## config.mk

```make
export PLATFORM = sky130hd
export DESIGN_NAME = hazard_control_unit
export DESIGN_NICKNAME = d
export VERILOG_FILES = /design/src/rtl/hazard_control_unit.sv
export SDC_FILE = /design/constraint.sdc
export NUM_CORES = 1
export LEC_CHECK = 0
export ABC_AREA = 1
export BUFFER_PORTS_ARGS = -buffer_cell sky130_fd_sc_hd__clkbuf_2
export CAP_MARGIN = 20
export CORE_UTILIZATION = 44
export DETAILED_ROUTE_END_ITERATION = 7
export PLACE_DENSITY = 0.87
export RECOVER_POWER = 50
export SYNTH_ARGS = -nofsm -noshare
export SYNTH_HDL_FRONTEND = slang
export SYNTH_SLANG_ARGS = --single-unit
```

## constraint.sdc

```tcl
create_clock -name clk -period 1.4 [get_ports clk]
set_clock_uncertainty 0.05 [all_clocks]
set_input_delay 0.14 -clock clk [delete_from_list [all_inputs] [get_ports clk]]
set_output_delay 0.14 -clock clk [all_outputs]
set_load 0.01 [all_outputs]
```

## src/rtl/hazard_control_unit.sv

```systemverilog
// Hazard sequencer for the 5-stage KGP-RISC pipeline: load-use stalls, taken-branch
// flushes and multi-cycle EX holds (the latter only when MULTICYCLE_STALL_EN is defined).
module hazard_control_unit #(
    parameter int MC_LATENCY = 4,
    parameter int CNT_W      = 16
) (
    input  logic             clk,
    input  logic             rst,
    input  logic [4:0]       id_rs,
    input  logic [4:0]       id_rt,
    input  logic             id_uses_rt,
    input  logic             id_ex_memread,
    input  logic [4:0]       id_ex_rd,
    input  logic             ex_branch_taken,
    input  logic             ex_mc_start,
    output logic             pc_write,
    output logic             if_id_write,
    output logic             id_ex_write,
    output logic             if_id_flush,
    output logic             id_ex_flush,
    output logic             ex_mem_flush,
    output logic             mc_busy,
    output logic [CNT_W-1:0] stall_cycles
);

    // state   | meaning
    // RUN     | normal flow; load-use stalls and branch flushes decoded here
    // MC_BUSY | multi-cycle op still occupying EX; front of pipe held, cnt counts down

    typedef enum logic {
        RUN     = 1'b0,
        MC_BUSY = 1'b1
    } state_t;

    state_t     state, state_nxt;
    logic [3:0] cnt, cnt_nxt;
    logic       lu;

    assign lu = id_ex_memread && (id_ex_rd != 5'd0) &&
                ((id_ex_rd == id_rs) || (id_uses_rt && (id_ex_rd == id_rt)));

    always_ff @(posedge clk) begin
        if (rst) begin
            state <= RUN;
            cnt   <= 4'd0;
        end else begin
            state <= state_nxt;
            cnt   <= cnt_nxt;
        end
    end

`ifdef MULTICYCLE_STALL_EN
    // Start cycle counts as hold cycle 1, so the counter covers the remaining MC_LATENCY-2.
    localparam logic [3:0] MC_LOAD = 4'(MC_LATENCY - 2);

    always_comb begin
        state_nxt = state;
        cnt_nxt   = cnt;
        case (state)
            RUN: begin
                if (!ex_branch_taken && ex_mc_start) begin
                    cnt_nxt = MC_LOAD;
                    if (MC_LATENCY == 2) state_nxt = RUN;
                    else                 state_nxt = MC_BUSY;
                end
            end
            MC_BUSY: begin
                cnt_nxt = cnt - 4'd1;
                if (cnt == 4'd1) state_nxt = RUN;
            end
            default: state_nxt = RUN;
        endcase
    end
`else
    logic unused_sig;
    assign unused_sig = ^{ex_mc_start, cnt, state, 4'(MC_LATENCY)};

    always_comb begin
        state_nxt = RUN;
        cnt_nxt   = 4'd0;
    end
`endif

    always_comb begin
        pc_write     = 1'b1;
        if_id_write  = 1'b1;
        id_ex_write  = 1'b1;
        if_id_flush  = 1'b0;
        id_ex_flush  = 1'b0;
        ex_mem_flush = 1'b0;
        mc_busy      = 1'b0;
        if (rst) begin
            pc_write     = 1'b0;
            if_id_write  = 1'b0;
            id_ex_write  = 1'b0;
            if_id_flush  = 1'b1;
            id_ex_flush  = 1'b1;
            ex_mem_flush = 1'b1;
`ifdef MULTICYCLE_STALL_EN
        end else if ((state == MC_BUSY) || (!ex_branch_taken && ex_mc_start)) begin
            pc_write     = 1'b0;
            if_id_write  = 1'b0;
            id_ex_write  = 1'b0;
            ex_mem_flush = 1'b1;
            mc_busy      = 1'b1;
`endif
        end else if (ex_branch_taken) begin
            if_id_flush = 1'b1;
            id_ex_flush = 1'b1;
        end else if (lu) begin
            pc_write    = 1'b0;
            if_id_write = 1'b0;
            id_ex_flush = 1'b1;
        end
    end

    always_ff @(posedge clk) begin
        if (rst) begin
            stall_cycles <= '0;
        end else if (!pc_write && (stall_cycles != '1)) begin
            stall_cycles <= stall_cycles + CNT_W'(1);
        end
    end

endmodule
```

==> results.txt, run 1 <==
The worst-case setup margin in the final layout is -0.1309 ns. The flow ran to the end, but the final reports show violations. Detailed placement ended at an HPWL of 2492 um.

The via count of the first global-routing pass is 1,419. In the synthesized netlist, the cells that appear most often are 66 x sky130_fd_sc_hd__nand2_1, 39 x sky130_fd_sc_hd__nor2_1, 29 x sky130_fd_sc_hd__inv_1. The number of antenna cells inserted came out at 0.

The clock reaches the later pin of the worst-skew pair after 0.31 ns. The number of antenna violations at the first check in global routing came out at 0. The count of pins on the block boundary came out at 44. The register area share after synthesis came out at 26.26%. The max-capacitance violation count came out at 0.

The number of DRC violations after detailed routing came out at 0. The weighted congestion at the end of routability-driven global placement is 0.8524. The worst hold path belongs to the class input port to flop. The core box area is 2545 um2. The synthesized net count came out at 232. The fraction of post-synthesis cell area in the top cell type by area came out at 26.26%.

STA classifies the critical path endpoint as a flop. The average cell area after synthesis is 5.809 um2. The share of layout cells above drive strength 1 is 46.53%. The worst path arrival time is 1.69 ns.

The flip-flop count of the largest register, all copies and words added is 16. The tree is rooted in a sky130_fd_sc_hd__clkbuf_4. The pin count of the biggest net entering global routing is 15. The kind of launch point of the worst setup path is a flop. The clock sink count came out at 16. TritonCTS built the clock tree. The deepest clock path buffer count is 2.

The design area is 1922 um2. The routed layout has 1,633 vias. The cell area after synthesis is 1220 um2. The final reports fail on setup timing.

After detailed routing, the average wire length per cell comes to 12.37 um. The final cycle utilization of the critical path is 109.4%. The full die area is 2987 um2. Before antenna repair, the detailed router went through 4 iterations. Relative to the synthesized area, the layout overhead comes to 57.54%. The ratio of routed vias to standard cells is 5.135. The placed instance area is 1669 um2. The total number of nets in the final design came out at 311. For this block, the routed nets add up to 3934 um of wire. Setup repair after global routing could not meet its margin everywhere. The number of setup violations in the final report came out at 16. The clock-pin transition on the worst setup and hold timing paths is 0.10 ns. The most used flip-flop cell after synthesis is sky130_fd_sc_hd__dfxtp_1. The leakage dissipation is 0.9640 nW. The count of hold buffers inserted by post-cts repair came out at 0. The total number of placement rows came out at 18. The required time of the critical path is 1.56 ns.

The kind of critical path is flop to flop. The synthesized netlist devotes 1.436% of its cell area to XOR and XNOR gates. Synthesis instantiated 25 different standard cells from the library. TritonCTS created 3 clock buffers.

Summed over all instances, the cell type with the most area after synthesis is sky130_fd_sc_hd__dfxtp_1. The post-synthesis adder-cell area fraction is 1.026%. The fraction of registers with async set or reset after synthesis is 0%. The vertical die dimension came out at 54.66 um.

The worst slack at placement is -0.1276 ns. The largest family of logic cells by synthesized area is simple AND/OR/NAND/NOR gates. The number of warning messages in the yosys log is 0.

After layout, the design draws a total of 0.9117 mW. The number of nets with antenna violations after routing came out at 0. In this run, the number of DRC markers left after iteration 0 of detailed routing was 76.

The instance count of the mapped netlist came out at 210. The share of synthesized area spent on multiplexers came out at 0%. The total congestion overflow after global routing is 0. The die is 54.66 um wide.

In the post-synthesis netlist, the biggest area contributors are sky130_fd_sc_hd__dfxtp_1 26%, sky130_fd_sc_hd__nand2_1 20%, sky130_fd_sc_hd__nor2_1 12%, sky130_fd_sc_hd__inv_1 8.9%, sky130_fd_sc_hd__nand3_1 6.2%. Counting flops with a built-in enable in the synthesized netlist gives 0. The largest registers in the layout are stall_cycles: 16 flops. The H-tree depth reported by CTS is 1. The register with the most flip-flops in the final layout is stall_cycles. In the global route stage, overall resource usage came out at 26.22%. For this design the ratio of total power to cell area is 474.4 nW/um2. The achievable clock frequency is 653.2 MHz.

During placement, the flow inserted port buffers numbering 41. The count of final hold-check violations came out at 0. Of all nets on the critical path, the largest fanout is 2. The synthesized flop and latch total came out at 16. The wire length of the first global-routing pass came out at 5533 um. The max-slew violation count is 0. The complex-gate fraction of the synthesized area is 9.744%. Yosys instantiated no cell more often than sky130_fd_sc_hd__nand2_1.

The routed design could run at a clock period as short as 1.531 ns. The post-synthesis simple-gate area fraction is 47.38%. For this configuration, the core starts out at a cell density of 47.94%. The largest vdd supply drop came out at 0.0004914 V.
-- metrics by stage --
step                      setup TNS, ns  instances  hold WS [ns]  util, %
after floorplan                 -0.1392        210        0.1615        -
after global placement          -0.6536        305        0.3634    65.59
after detailed placement         -1.490        305        0.3644    65.59
after CTS                       -0.7342        310       0.04232    69.27
after global routing             -2.645        318       0.01895    75.52
final                            -1.011        318       0.01876    75.52
-- cells by family (layout without fill, tap and decap cells) --
| logic type | after synthesis | after routing |
|---|---|---|
| AOI/OAI and AO/OA | 17 | 17 |
| DFF | 16 | 16 |
| adders and majority gates | 1 | 1 |
| buffers and inverters | 38 | 116 |
| other | 1 | 1 |
| and+or+nand+nor | 135 | 135 |
| xor gates and xnor gates | 2 | 2 |
-- worst max-delay path: stages (launching register included) --
cell	delay [ns]
sky130_fd_sc_hd__dfxtp_2	0.37
sky130_fd_sc_hd__nand3_4	0.10
sky130_fd_sc_hd__buf_4	0.15
sky130_fd_sc_hd__nor3_4	0.21
sky130_fd_sc_hd__nand4_1	0.19
sky130_fd_sc_hd__nor2_1	0.18
sky130_fd_sc_hd__nand2_1	0.07
sky130_fd_sc_hd__nand2_1	0.07
sky130_fd_sc_hd__nor2_1	0.04
-- layer usage --
metal  GRT usage [%]  share of wire [%]  up-vias
met2           46.59                 53       84
met4           15.38                2.7        0
met5               0                  0        -
met1           27.84                 37      729
met3           5.833                6.7       12
li1                -                  -      808
-- what timing repair did --
item | in CTS | in global routing
buffers inserted | 1 | 8
pin swaps | 13 | 15
resized for setup | 23 | 30
gates cloned | 0 | 0
endpoints found under the setup margin | 18 | 18
-- layout make-up --
class | count | area, um2
multi-input combinational | 156 | 879.6
fill | 183 | 623.1
timing repair buffer | 80 | 516.7
sequential | 16 | 341.6
inverter | 32 | 120.1
tap | 30 | 37.54
clock buffer | 3 | 22.52
clock inverter | 1 | 3.754
-- path summary, 6_finish.rpt --
kind,slack (ns),cells past startpoint,start,to
max,-0.13,8,stall_cycles[9],stall_cycles[15]
max reg2reg,-0.13,8,stall_cycles[9],stall_cycles[15]
min,0.02,2,rst,stall_cycles[4]
min reg2reg,0.49,3,stall_cycles[4],stall_cycles[4]
-- placed cells by master (no fill, tap or decap), types with 2 or more instances in the layout --
master	Yosys	routed
sky130_fd_sc_hd__dfxtp_4	0	4
sky130_fd_sc_hd__nand2_1	66	61
sky130_fd_sc_hd__clkbuf_4	0	3
sky130_fd_sc_hd__nor2_4	0	2
sky130_fd_sc_hd__nand3_2	0	3
sky130_fd_sc_hd__inv_1	29	25
sky130_fd_sc_hd__nand2_2	2	6
sky130_fd_sc_hd__a21oi_1	4	4
sky130_fd_sc_hd__nand4_1	5	5
sky130_fd_sc_hd__dfxtp_1	16	7
sky130_fd_sc_hd__nor2_2	2	8
sky130_fd_sc_hd__buf_6	2	4
sky130_fd_sc_hd__nor2_1	39	31
sky130_fd_sc_hd__buf_4	3	37
sky130_fd_sc_hd__nand3_1	15	9
sky130_fd_sc_hd__o21ai_1	0	5
sky130_fd_sc_hd__o21ai_2	2	2
sky130_fd_sc_hd__inv_2	3	7
sky130_fd_sc_hd__o21bai_2	4	4
sky130_fd_sc_hd__clkbuf_2	0	38
sky130_fd_sc_hd__nand3_4	1	4
sky130_fd_sc_hd__nor3_2	0	2
sky130_fd_sc_hd__dfxtp_2	0	5
-- power by group --
group / leakage [nW] / internal (mW) / switching (mW)
logic: 0.814 / 0.0818 / 0.102
clock network: 0.0154 / 0.104 / 0.169
registers: 0.135 / 0.451 / 0.00313
total: 0.964 / 0.638 / 0.274
(Power assumes the default switching activity.)
==> run 2: changes to the inputs <==
Settings changed: ABC_AREA 1 to unset, CORE_UTILIZATION 44 to 31, PLACE_DENSITY 0.87 to 0.7, SKIP_CTS_REPAIR_TIMING set to 1.
==> results.txt, run 2 <==
The flow ran to the end, but the final reports show violations. The final reports fail on setup timing. The final cycle utilization of the critical path came to 123.0% (+14 points).

The number of input and output port buffers inserted came out at 41 (unchanged). The number of buffers added by the clock tree synthesis step is 3 (unchanged). The number of stages on the worst hold path is 2 (unchanged). The register cell area after layout came out at 337.8 um2 (-1.1%). The class of the worst hold path is input port to flop.

The number of antenna violations at the first check in global routing is 0 (unchanged). The worst setup path is captured at a flop. The flip-flop count of the largest register, all copies and words added came out at 16 (unchanged). The violation count after the first detailed-route iteration is 36 (-53%). The cell area after synthesis is 1064 um2 (-13%). The tree is rooted in a sky130_fd_sc_hd__clkbuf_4.

The combined area of the multi-input logic cells is 885.9 um2 (+0.71%). The number of warning messages in the yosys log is 0 (unchanged). The initial core utilization came out at 33.73% (-14 points). The ratio of routed vias to standard cells came out at 5.128 (-0.13%).

Leaving out fill and tap cells, the most frequent cells in the layout are 41 x sky130_fd_sc_hd__buf_4, 35 x sky130_fd_sc_hd__clkbuf_2, 8 x sky130_fd_sc_hd__xor2_1, 8 x sky130_fd_sc_hd__o31ai_1, 8 x sky130_fd_sc_hd__dfxtp_1. The delay contributed by the slowest stage of the critical path was 0.53 ns (+0.16 ns). The design area is 1927 um2 (+0.26%).

The via total after detailed routing is 1,318 (-19%). The max-slew violation count came out at 0 (unchanged). The full die area came out at 3669 um2 (+23%). The endpoint identified for the worst register-to-register timing path is stall_cycles[13]. The detailed placer's ending HPWL is 2406 um (-3.4%). The number of setup violations in the final report came out at 19 (+3). The path with the worst hold slack has its endpoint at stall_cycles[1]. The count of TritonRoute iterations in the first routing pass was 4 (unchanged).

The max-capacitance violation count came out at 0 (unchanged). The most instantiated library cell after synthesis is sky130_fd_sc_hd__dfxtp_1. The number of nets with antenna violations after routing came out at 0 (unchanged). The peak fanout along the critical path came out at 6 (+4). TritonCTS built the clock tree.

The count of final hold-check violations was 0 (unchanged). In this run the worst setup path begins at id_rt[0]. The cell area power density is 486.5 nW/um2 (+2.5%). The reg-to-reg setup timing slack was -0.30 ns (-0.17 ns). The top flip-flop cell by instance count after synthesis is sky130_fd_sc_hd__dfxtp_1. The total congestion overflow after global routing is 0 (unchanged). The clock-pin transition on the worst setup and hold timing paths was 0.10 ns (about the same).

The H-tree depth reported by CTS came out at 1 (unchanged). The required time of the critical path came to 1.58 ns (+0.02 ns). The largest vdd supply drop is 0.0004730 V (-3.8%). The startpoint identified for the worst register-to-register timing path is stall_cycles[13]. The synthesized flop and latch total came out at 16 (unchanged). Among all stages on the critical path, the largest delay is contributed by sky130_fd_sc_hd__or4_4. The count of unique library cells instantiated by Yosys is 34 (+36%). The worst-case setup margin in the final layout is -0.3221 ns (-0.1912 ns). The start point of the worst min-delay path is rst.

The post-layout minimum cycle time came out at 1.722 ns (+0.1912 ns). The number of enable flip-flop cells after synthesis came out at 0 (unchanged). The kind of cell with the highest combined delay along the critical path is simple AND/OR/NAND/NOR gates. The deepest clock path buffer count is 2 (unchanged). The horizontal die dimension came out at 60.57 um (+11%). The register area share after synthesis is 30.12% (+3.9 points).

The instance count of the mapped netlist came to 130 (-38%). Sorting the synthesized cells by area gives the leading types as sky130_fd_sc_hd__dfxtp_1 30%, sky130_fd_sc_hd__xor2_1 7.4%, sky130_fd_sc_hd__o31ai_1 6.4%, sky130_fd_sc_hd__or4_1 5.6%, sky130_fd_sc_hd__mux2_1 5.3%. The average cell area after synthesis is 8.181 um2 (+41%). Setup repair after global routing could not meet its margin everywhere. In the final layout, the registers with the most flip-flops are stall_cycles: 16 flops. The combinational cell fraction of total power is 24.1% (+4.0 points).

The library cell used most frequently in the layout, excluding fill and tap cells, is sky130_fd_sc_hd__buf_4. The critical path goes through buf_6, xor2_2, nor4_2, a32oi_2, buf_4, clkbuf_16, or4_4, a21oi_2. The sum of routed wire length over all layers came out at 3425 um (-13%).

The total track usage is 17.63% (-8.6 points). The pin count of the biggest net entering global routing is 24 (+9). The total number of nets in the final design came out at 236 (-24%). Measured against its own limit, the worst slew margin works out to 54.00%.

In the synthesized netlist, the cells that appear most often are 16 x sky130_fd_sc_hd__dfxtp_1, 10 x sky130_fd_sc_hd__a21oi_1, 10 x sky130_fd_sc_hd__nor2_1. The fraction of registers with async set or reset after synthesis came out at 0% (unchanged). The largest area contributor in the netlist is sky130_fd_sc_hd__dfxtp_1. Counting flops per register, the top entry is stall_cycles. The achievable clock frequency came to 580.7 MHz (-11%). The total number of placement rows came to 20 (+2). The core box area came out at 3153 um2 (+24%). The number of DRC violations after detailed routing is 0 (unchanged).

The fraction of post-synthesis cell area in the top cell type by area came to 30.12% (+3.9 points). The synthesized net count is 152 (-34%). The critical path is of the input port to flop type. The number of antenna cells inserted was 0 (unchanged). The sum of negative setup slack is -4.982 ns (-3.971 ns). The worst setup path is launched from an input port. The clock sink count was 16 (unchanged). The number of fill cells came out at 277 (+51%).

The layout overhead on the synthesized area came out at 81.18%. The actual transition at the worst max-transition pin came out at 0.6900 ns. The buffers plus inverters on the worst setup path came to 3 (+2).

The share of layout cells above drive strength 1 is 61.50% (+15 points). The worst path arrival time is 1.90 ns (+0.21 ns). The internal cell power is 0.6680 mW (+4.8%). The vertical die dimension came to 60.57 um (+11%). The leakage dissipation came out at 0.8269 nW (-14%). The switching part of the total power is 28.73% (-1.3 points). The wire length of the first global-routing pass was 4981 um (-10%). The worst reg2reg path depth is 5 (-3). The count of pins on the block boundary is 44 (unchanged). The weighted congestion at the end of routability-driven global placement was 0.8053 (-5.5%). The placed instance area is 1650 um2 (-1.1%). The clock latency reported for the late side of the worst-skew pair is 0.29 ns (-0.02 ns).

The clock network fraction of design power is 27.9% (-2.1 points). The via count of the first global-routing pass is 1,234 (-13%). The total net switching power came out at 0.2693 mW (-1.8%). The sequential share of power came out at 48.1% (-1.7 points).

The average wire length per cell after detail routing was 13.33 um (+7.7%).
run 2: power groups by stage:
stage	combinational [mW]	sequential (mW)	clock (mW)
floorplan	0.0869	0.463	0
global placement	0.168	0.463	0
detailed placement	0.175	0.463	0
CTS	0.176	0.452	0.275
global route	0.243	0.451	0.310
finish	0.225	0.450	0.261
run 2: area by class of cell:
class / instances / area share (%)
clock buffer: 3 / 1.169
clock inverter: 1 / 0.1948
inverter: 4 / 0.7792
multi-input combinational: 101 / 45.97
sequential: 16 / 17.53
tap: 44 / 2.857
timing repair buffer: 88 / 31.49
run 2: metrics by stage:
stage               utilization (%)  total power [mW]  hold WS, ns  instances  setup slack, ns
CTS                           53.17            0.9033       0.1551        245          -0.4309
global placement              52.34            0.6303       0.4477        241          -0.4939
detailed placement            52.34            0.6380       0.4620        241          -0.5663
finish                        61.11            0.9373       0.3096        257          -0.3221
global route                  61.11             1.004       0.3043        257          -0.3857
floorplan                         -            0.5500       0.3067        130          -0.2244
run 2: worst max path at each step:
stage	endpoint	slack [ns]	depth (start not counted)
floorplan	stall_cycles[0]	-0.22	7
global placement	stall_cycles[1]	-0.49	7
detailed placement	stall_cycles[1]	-0.57	7
CTS	pc_write	-0.43	7
global route	stall_cycles[13]	-0.39	5
finish	stall_cycles[5]	-0.32	8
run 2: logic make-up after synthesis:
logic type / Yosys count / share of synthesized area, %
xor gates and xnor gates: 10 / 8.236
DFF: 16 / 30.12
AOI/OAI and AO/OA: 29 / 19.53
adders and majority gates: 1 / 1.176
and+or+nand+nor: 55 / 28.94
buffers and inverters: 13 / 6.352
muxes: 5 / 5.294
other: 1 / 0.3526
run 2: routing by layer:
layer | GRT usage (%) | wire (um)
met5 | 0 | 0
met4 | 1.948 | 12
met3 | 3.838 | 148
met2 | 34.54 | 1844
met1 | 19.92 | 1420
run 2: worst register-to-register path: stages, from the launching register on:
cell	delay (ns)
sky130_fd_sc_hd__dfxtp_1	0.36
sky130_fd_sc_hd__and4_1	0.30
sky130_fd_sc_hd__nand3_2	0.18
sky130_fd_sc_hd__o2111ai_4	0.32
sky130_fd_sc_hd__nor4_2	0.07
sky130_fd_sc_hd__mux2_1	0.31
==> run 3: changes to the inputs <==
Settings changed: PLACE_DENSITY 0.7 to unset, PLACE_DENSITY_LB_ADDON set to 0.12.
==> results.txt, run 3 (synthesis gave the netlist of run 2 again) <==
The max-slew violation count is 0 (unchanged). The clock sink count was 16 (unchanged). The via count of the first global-routing pass came out at 1,092 (-12%). The peak fanout along the critical path came to 4 (-2). The number of buffers added by the clock tree synthesis step is 3 (unchanged). The worst-case setup margin in the final layout came to -0.3498 ns (-0.02770 ns). The number of DRC violations after detailed routing is 0 (unchanged). The cell area power density is 475.9 nW/um2 (-2.2%). The largest register by flop count is stall_cycles.

The worst setup path is of the flop to flop kind. The detailed placer's ending HPWL is 2366 um (-1.7%). The design area came to 2014 um2 (+4.5%). The final cycle utilization of the critical path was 125.0% (+2.0 points). The critical path endpoint category is a flop.

The violation count after the first detailed-route iteration came out at 45 (+25%). The CTS tree is built. The H-tree depth reported by CTS is 1 (unchanged).

The largest vdd supply drop was 0.0002977 V (-37%). Setup repair after global routing could not meet its margin everywhere. The horizontal die dimension came out at 60.57 um (unchanged).

The worst slack at placement is -0.5606 ns (+0.005770 ns). The full die area is 3669 um2 (unchanged). The cell count after placement came to 242 (+0.41%). The count of TritonRoute iterations in the first routing pass came out at 6 (+2).

The max-capacitance violation count came out at 0 (unchanged). The library cells used most frequently in the layout, excluding fill and tap cells, are 40 x sky130_fd_sc_hd__buf_4, 30 x sky130_fd_sc_hd__clkbuf_2, 10 x sky130_fd_sc_hd__buf_6, 10 x sky130_fd_sc_hd__dfxtp_1, 9 x sky130_fd_sc_hd__xor2_1. The clock latency reported for the late side of the worst-skew pair came out at 0.28 ns (about the same). Leaving out fill and tap cells, the most frequent cell in the layout is sky130_fd_sc_hd__buf_4.

The core box area came to 3153 um2 (unchanged). Clock tree synthesis selected as its root buffer the cell sky130_fd_sc_hd__clkbuf_4. The largest registers in the layout are stall_cycles: 16 flops. The worst hold slack across all endpoints was 0.3388 ns (+0.02924 ns). The deepest clock path buffer count came to 2 (unchanged). The count of pins on the block boundary is 44 (unchanged). The layout overhead on the synthesized area is 89.41%. STA classifies the critical path startpoint as a flop.

The clock-pin transition on the worst setup and hold timing paths is 0.10 ns (about the same). The number of setup violations in the final report came out at 19 (unchanged). The average wire length per cell after detail routing is 12.89 um (-3.3%).

The sum of negative setup slack is -4.795 ns (+0.1873 ns). The ratio of routed vias to standard cells is 5.097 (-0.61%). The pin count of the biggest net entering global routing is 25 (+4.2%). The weighted congestion at the end of routability-driven global placement is 0.7615 (-5.4%). The total number of placement rows is 20 (unchanged). The number of input and output port buffers inserted was 41 (unchanged). The final cell count without fillers came out at 258 (+0.39%).

The checks that failed: setup timing. The sum of routed wire length over all layers is 3325 um (-2.9%). The total congestion overflow after global routing came out at 0 (unchanged). The achievable clock frequency is 571.5 MHz (-1.6%).

The total power came out at 0.9587 mW (+2.3%). The path class of the tightest hold or removal check is input port to flop. The required time of the critical path came out at 1.53 ns (-0.05 ns).

The number of antenna violations at the first check in global routing is 0 (unchanged). The post-layout minimum cycle time was 1.750 ns (+0.02770 ns). The total number of nets in the final design came out at 237 (+0.42%).

The final core utilization is 63.89% (+2.8 points). The vertical die dimension is 60.57 um (unchanged). The flow ran to the end, but the final reports show violations.

The worst path arrival time is 1.88 ns (-0.02 ns). The initial core utilization came out at 33.73% (unchanged). The wire length of the first global-routing pass came out at 4761 um (-4.4%). The remaining max-slew budget at the tightest pin came to 55.74% (+1.7 points). The number of antenna cells inserted is 0 (unchanged).

The number of nets with antenna violations after routing came out at 0 (unchanged). The share of layout cells above drive strength 1 is 61.21% (-0.29 points). The via total after detailed routing came out at 1,315 (-0.23%).

The placed instance area came out at 1658 um2 (+0.46%). The leakage dissipation is 0.8600 nW (+4.0%). The total track usage is 16.80% (-0.83 points). The actual transition at the worst max-transition pin came to 0.6639 ns (-0.02613 ns). The count of final hold-check violations is 0 (unchanged). The flip-flop count of the largest register, all copies and words added is 16 (unchanged).
## run 3: power breakdown
part           switching [mW]  leakage, nW  internal [mW]
Sequential           0.000788        0.132          0.452
Combinational           0.118        0.712          0.131
Clock                   0.154       0.0154          0.103
## run 3: layout make-up
cell class | count | area [um2]
Clock buffer | 3 | 22.52
Clock inverter | 1 | 3.754
Fill cell | 299 | 1139
Inverter | 4 | 15.01
Multi-Input combinational cell | 101 | 915.9
Sequential cell | 16 | 332.8
Tap cell | 44 | 55.05
Timing Repair Buffer | 89 | 669.4
## run 3: path summary, 6_finish.rpt
check             slack (ns)                to  cells after the start             from
setup reg to reg       -0.35  stall_cycles[15]                      6  stall_cycles[1]
setup / recovery       -0.35  stall_cycles[15]                      6  stall_cycles[1]
hold reg to reg         0.48   stall_cycles[3]                      2  stall_cycles[3]
hold / removal          0.34   stall_cycles[1]                      2              rst
## run 3: critical path, stage by stage, from the launching register on
cell,delay [ns]
sky130_fd_sc_hd__dfxtp_4,0.39
sky130_fd_sc_hd__buf_6,0.10
sky130_fd_sc_hd__nand4_1,0.13
sky130_fd_sc_hd__nor2_2,0.21
sky130_fd_sc_hd__o2111ai_4,0.17
sky130_fd_sc_hd__nor4_4,0.28
sky130_fd_sc_hd__mux2_4,0.32
## run 3: metal layers
metal,vias to the layer above,track usage (%),share of wire (%)
met5,-,0,0
met4,0,3.247,0
met3,0,3.198,4.7
met2,37,30.61,54
met1,628,20.60,41
li1,650,-,-
